**config.mk**
```make
export PLATFORM = sky130hd
export DESIGN_NAME = register_file_param
export DESIGN_NICKNAME = d
export VERILOG_FILES = /design/src/rtl/rf_pkg.sv /design/src/rtl/rf_clear_ctrl.sv /design/src/rtl/register_file_param.sv
export SDC_FILE = /design/constraint.sdc
export NUM_CORES = 2
export LEC_CHECK = 0
export BUFFER_PORTS_ARGS = -buffer_cell sky130_fd_sc_hd__buf_2
export CORE_MARGIN = 2
export CORE_UTILIZATION = 55
export CTS_BUF_LIST = sky130_fd_sc_hd__clkbuf_8
export CTS_CLUSTER_SIZE = 12
export DETAILED_ROUTE_END_ITERATION = 8
export PLACE_DENSITY = 0.71
export SLEW_MARGIN = 20
export SYNTH_ARGS = -nofsm -noshare
export SYNTH_HDL_FRONTEND = slang
export SYNTH_SLANG_ARGS = --single-unit
```
**constraint.sdc**
```tcl
create_clock -name Clk -period 5 [get_ports Clk]
set_input_delay 0.75 -clock Clk [delete_from_list [all_inputs] [get_ports Clk]]
set_output_delay 0.75 -clock Clk [all_outputs]
set_load 0.005 [all_outputs]
```
**src/rtl/rf_pkg.sv**
```systemverilog
// ---------------------------------------------------------------------------
// rf_pkg
// Shared definitions for the parametrised register file:
//   - rfState_t      : clear-engine FSM state encoding
//   - DEFAULT_*      : default width / depth / address-width constants
//   - clog2()        : constant-evaluable ceiling log2 helper
// ---------------------------------------------------------------------------
package rf_pkg;

    typedef enum logic {
        RF_IDLE  = 1'b0,
        RF_CLEAR = 1'b1
    } rfState_t;

    function automatic int unsigned clog2(input int unsigned value);
        int unsigned result;
        result = 0;
        while ((32'd1 << result) < value) begin
            result++;
        end
        return result;
    endfunction

    localparam int DEFAULT_DATA_W = 32;
    localparam int DEFAULT_DEPTH  = 32;
    localparam int DEFAULT_ADDR_W = int'(clog2(DEFAULT_DEPTH));

endpackage

```
**src/rtl/rf_clear_ctrl.sv**
```systemverilog
// ---------------------------------------------------------------------------
// rf_clear_ctrl
// Sequential bulk-clear engine for register_file_param. Walks the array one
// entry per cycle from address 0 to DEPTH-1 and reports writes that had to be
// discarded while the walk was in progress.
// Ports:
//   Clk        in   clock, rising edge
//   Rst        in   asynchronous active-low reset
//   ClrReq     in   start a clear (only honoured in IDLE)
//   RegWrite   in   write enable from the datapath
//   WrIsZero   in   write targets the hardwired-zero register
//   Busy       out  clear in progress
//   WrDropped  out  registered one-cycle pulse: a write was discarded
//   ClrEn      out  clear write enable into the array
//   ClrAddr    out  entry being cleared this cycle
// ---------------------------------------------------------------------------
module rf_clear_ctrl
    import rf_pkg::*;
#(
    parameter int DEPTH  = DEFAULT_DEPTH,
    parameter int ADDR_W = DEFAULT_ADDR_W
) (
    input  logic              Clk,
    input  logic              Rst,
    input  logic              ClrReq,
    input  logic              RegWrite,
    input  logic              WrIsZero,
    output logic              Busy,
    output logic              WrDropped,
    output logic              ClrEn,
    output logic [ADDR_W-1:0] ClrAddr
);

    rfState_t          state;
    logic [ADDR_W-1:0] cnt;

    always_ff @(posedge Clk or negedge Rst) begin
        if (!Rst) begin
            state     <= RF_IDLE;
            cnt       <= '0;
            WrDropped <= 1'b0;
        end else begin
            case (state)
                RF_IDLE: begin
                    WrDropped <= 1'b0;
                    if (ClrReq) begin
                        state <= RF_CLEAR;
                    end
                end
                RF_CLEAR: begin
                    // Writes to the zero register are ignored anyway, so
                    // they are not reported as dropped.
                    WrDropped <= RegWrite && !WrIsZero;
                    // DEPTH is a power of two: the counter wraps to 0 on the
                    // final entry by itself.
                    cnt <= cnt + 1'b1;
                    if (cnt == ADDR_W'(DEPTH - 1)) begin
                        state <= RF_IDLE;
                    end
                end
                default: begin
                    state     <= RF_IDLE;
                    WrDropped <= 1'b0;
                end
            endcase
        end
    end

    assign Busy    = (state == RF_CLEAR);
    assign ClrEn   = (state == RF_CLEAR);
    assign ClrAddr = cnt;

endmodule

```
**src/rtl/register_file_param.sv**
```systemverilog
// ---------------------------------------------------------------------------
// register_file_param
// Parametrised multi-read / single-write register file with optional
// hardwired-zero register 0 and a sequential bulk-clear engine.
// Optional feature macro: RF_BYPASS_EN (write-to-read forwarding in IDLE).
// Ports:
//   Clk       in   clock, rising edge
//   Rst       in   asynchronous active-low reset
//   RdAddr    in   NUM_RD packed read addresses, port k at [k*ADDR_W +: ADDR_W]
//   RdData    out  NUM_RD packed read data, port k at [k*DATA_W +: DATA_W]
//   RegWrite  in   write enable
//   WrAddr    in   write address
//   WrData    in   write data
//   ClrReq    in   bulk-clear request (sampled only in IDLE)
//   Busy      out  clear in progress
//   WrDropped out  one-cycle pulse when a write is discarded during a clear
// ---------------------------------------------------------------------------
module register_file_param
    import rf_pkg::*;
#(
    parameter int DATA_W   = DEFAULT_DATA_W,
    parameter int DEPTH    = DEFAULT_DEPTH,
    parameter int ADDR_W   = DEFAULT_ADDR_W,
    parameter int NUM_RD   = 2,
    parameter int ZERO_REG = 1
) (
    input  logic                     Clk,
    input  logic                     Rst,
    input  logic [NUM_RD*ADDR_W-1:0] RdAddr,
    output logic [NUM_RD*DATA_W-1:0] RdData,
    input  logic                     RegWrite,
    input  logic [ADDR_W-1:0]        WrAddr,
    input  logic [DATA_W-1:0]        WrData,
    input  logic                     ClrReq,
    output logic                     Busy,
    output logic                     WrDropped
);

    logic [DATA_W-1:0] regArray [DEPTH];
    logic              clrEn;
    logic [ADDR_W-1:0] clrAddr;
    logic              wrIsZero;

    assign wrIsZero = (ZERO_REG != 0) && (WrAddr == '0);

    rf_clear_ctrl #(
        .DEPTH  (DEPTH),
        .ADDR_W (ADDR_W)
    ) uClearCtrl (
        .Clk       (Clk),
        .Rst       (Rst),
        .ClrReq    (ClrReq),
        .RegWrite  (RegWrite),
        .WrIsZero  (wrIsZero),
        .Busy      (Busy),
        .WrDropped (WrDropped),
        .ClrEn     (clrEn),
        .ClrAddr   (clrAddr)
    );

    // Clear has priority; datapath writes only land while the engine is idle.
    always_ff @(posedge Clk or negedge Rst) begin
        if (!Rst) begin
            for (int unsigned i = 0; i < DEPTH; i++) begin
                regArray[i] <= '0;
            end
        end else if (clrEn) begin
            regArray[clrAddr] <= '0;
        end else if (RegWrite && !wrIsZero) begin
            regArray[WrAddr] <= WrData;
        end
    end

    for (genvar k = 0; k < NUM_RD; k++) begin : gRead
        logic [ADDR_W-1:0] addr;
        logic [DATA_W-1:0] data;

        assign addr = RdAddr[k*ADDR_W +: ADDR_W];

        always_comb begin
            data = regArray[addr];
`ifdef RF_BYPASS_EN
            if (RegWrite && !clrEn && (WrAddr == addr)) begin
                data = WrData;
            end
`endif
            // Zero register overrides forwarding as well as the array.
            if ((ZERO_REG != 0) && (addr == '0)) begin
                data = '0;
            end
        end

        assign RdData[k*DATA_W +: DATA_W] = data;
    end

endmodule

```
==> results.md <==
* Post-synthesis net count at 3843
* Hold Path Cell Cnt at 3
* Crit Path Max Fanout at 26
* GR Overflow Total at 0
* Detail Route Antenna Nets at 0
* DIE WIDTH at 314 um
* Total CTS buffers at 171
* Clock-pin slew on the worst setup and hold paths at 70 ps
* Crit-path slowest cell: a311oi_1
* Worst path cell trace: buf_2, buf_4, and2_1, buf_4, a22oi_1, a311oi_1, buf_4, buf_2
* P per Cell Area at 371 nW/um^2
* Initial core utilization at 55.6%
* Core Util, Final at 62.0%
* Synth top area share at 48.9%
* Post-place instance area at 55400 um^2
* Filler cells at 7106
* GPL Wtd Cong at 0.934
* Routed len/inst at 39.2 um
* Total die area at 98500 um^2
* Reg2Reg Depth at 5
* Leakage power at 26.3 nW
* Clock Sinks at 1031
* Post-Route WL at 202000 um
* WP data required at 4250 ps
* Top_reg_cell synth: dfrtp_1
* Worst Path Class, Setup: in -> out
* # hold bufs at CTS at 1
* Number of global-route vias before repair at 41100
* CP arrival at 3730 ps
* GRT Total Usage at 41.3%
* FMAX at 223 MHz
* Synth area leader: dfrtp_1
* Top post-synthesis cells by area: dfrtp_1 49%, mux4_2 19%, a22o_1 16%
* Status: complete, no violations
* Final instance area at 58900 um^2
* Tcrit/Tclk final at 89.7%
* DRC errors left at 0
* Final hold viol count at 0
* Slew at the pin with the worst max-slew slack at 1210 ps
* Die Height at 314 um
* Clock Skew at 34.7 ps
* Dpl ws at 775 ps
* Flops & latches, synth at 1031
* Core outline area at 95000 um^2
* Clk Latency, worst-skew pair at 880 ps
* I/O Buffers at 116
* Ys Warns at 0
* Number of placement rows at 113
* Htree depth at 4
* Startpoint types: input port
* Fraction of registers with async set/reset at 100%
* Worst path max stage delay at 790 ps
* Syn Inst Count at 3787
* Seq/Total Area, Yosys at 48.9%
* TritonCTS clock tree: built
* Postcts setup bufs at 0
* Pre-Repair DR Iteration Count at 6
* Hold WC Path Type: in -> reg
* Number of flops mapped to enable cells by yosys at 0
* Most common cell on crit path: buf_4
* Setup TNS at 0 ps
* Slew headroom at 19.1%
* Yosys cell types at 44
* Clock Path Buffers at 3
* Unrepaired setup endpoints after global routing: false
* Initial antenna violation count at 17
* Initial drt markers at 7006
* Largest net degree at the start of global routing at 155
* Mapped Area at 52800 um^2
* Synth top cells by count: 1031 x dfrtp_1, 992 x a22o_1, 448 x mux4_2
* DR vias/cell at 8.15
* Fin crit period at 4480 ps
* Final Max Slew Viols at 0
* Hpwl dp at 118000 um
* Final WS setup at 516 ps
* CTS root buffer: clkbuf_8
* IO Pins at 117
* MaxCap Viol Count at 0
* Placed insts at 4845
* Worst VDD drop at 0.243 mV
* Share of post-route cells with drive strength above 1 at 29.1%
* CTS-repair resized insts at 0
* Fin cells at 5160
* Vias at 42100
* Layout Nets at 3810
* Most frequent cell after synthesis: dfrtp_1
* First-pass GRT wire length at 293000 um
* Layout Area Growth over Synthesis at 11.5%
* Final setup viols at 0
* Crit. End Element: output pin
* Mean Syn Cell Area at 13.9 um^2
[through the flow]
stage,hold slack [ps],power (W)
3_5_place_dp,495,0.0141
5_1_grt,161,0.0224
6_report,165,0.0218
2_1_floorplan,454,0.0122
4_1_cts,122,0.0216
3_3_place_gp,487,0.0140
[layout by cell type, fill, tap and decap left out, drive strengths merged, types with 64 or more instances in the layout]
| cell type | n |
|---|---|
| mux4 | 448 |
| a22oi | 64 |
| a311oi | 64 |
| mux2i | 129 |
| buf | 290 |
| a22o | 992 |
| mux2 | 65 |
| clkbuf | 213 |
| nor2b | 68 |
| inv | 74 |
| o21ai | 112 |
| a211oi | 64 |
| dfrtp | 1031 |
[critical path: cells and delay by family]
| family | cells | cell delay (ps) |
|---|---|---|
| compound gates | 2 | 1040 |
| buf+inv | 5 | 1660 |
| simple gates | 1 | 220 |
[report_power, final]
part	switching [W]	leakage, nW	internal (W)	total (W)
clock	0.00360	2.02	0.00405	0.00765
sequential	0.000698	14.3	0.00913	0.00983
combinational	0.00263	9.89	0.00171	0.00434
total	0.00693	26.3	0.0149	0.0218
[layer usage]
layer	part of all wire (%)	vias up	global-route usage, %	wire, um
li1	-	15400	-	-
met1	35	21800	55.3	71800
met2	41	4064	55.5	83500
met5	0.080	-	0	161
met3	17	831	19.2	34000
met4	6.5	14	23.0	13100
[cell type report]
class                      instances  area (um^2)  area share (%)
multi-input combinational       2254        25600            43.4
inverter                           5         21.3          0.0361
clock inverter                    92          529           0.899
sequential                      1031        25800            43.8
antenna                            9         22.5          0.0383
tap                             1265         1580            2.69
clock buffer                     213         2930            4.98
timing repair buffer             291         2420            4.11
[logic make-up (layout without fill, tap and decap cells)]
| family | count (synthesis) | in the layout | synth area share, % |
|---|---|---|---|
| AO/OA/AOI/OAI | 1391 | 1391 | 21.8 |
| XOR/XNOR | 3 | 3 | 0.0498 |
| adder cells (fa/ha/maj) | 5 | 5 | 0.118 |
| buffers and inverters | 502 | 601 | 3.83 |
| flip-flops | 1031 | 1031 | 48.9 |
| multiplexers | 642 | 642 | 22.9 |
| other | 0 | 9 | 0 |
| AND/OR/NAND/NOR | 213 | 213 | 2.46 |
[sequential cells by signal (all words and copies together) (netlist names)]
register	count
regArray	1024
uClearCtrl.ClrAddr	5
uClearCtrl.Busy	1
uClearCtrl.WrDropped	1
[worst paths after layout]
path | from | end | slack (ps)
worst max-delay path | RdAddr[8] | RdData[39] | 520
worst min-delay path | ClrReq | uClearCtrl.Busy$_DFF_PN0_ | 160
worst max register to register | uClearCtrl.Busy$_DFF_PN0_ | regArray[844]$_DFFE_PN0P_ | 1570
worst min register to register | regArray[1007]$_DFFE_PN0P_ | regArray[1007]$_DFFE_PN0P_ | 510
max in group asynchronous | Rst | regArray[847]$_DFFE_PN0P_ | 3140
min in group asynchronous | Rst | regArray[216]$_DFFE_PN0P_ | 500
No activity file was read; power rests on OpenSTA's default activity.
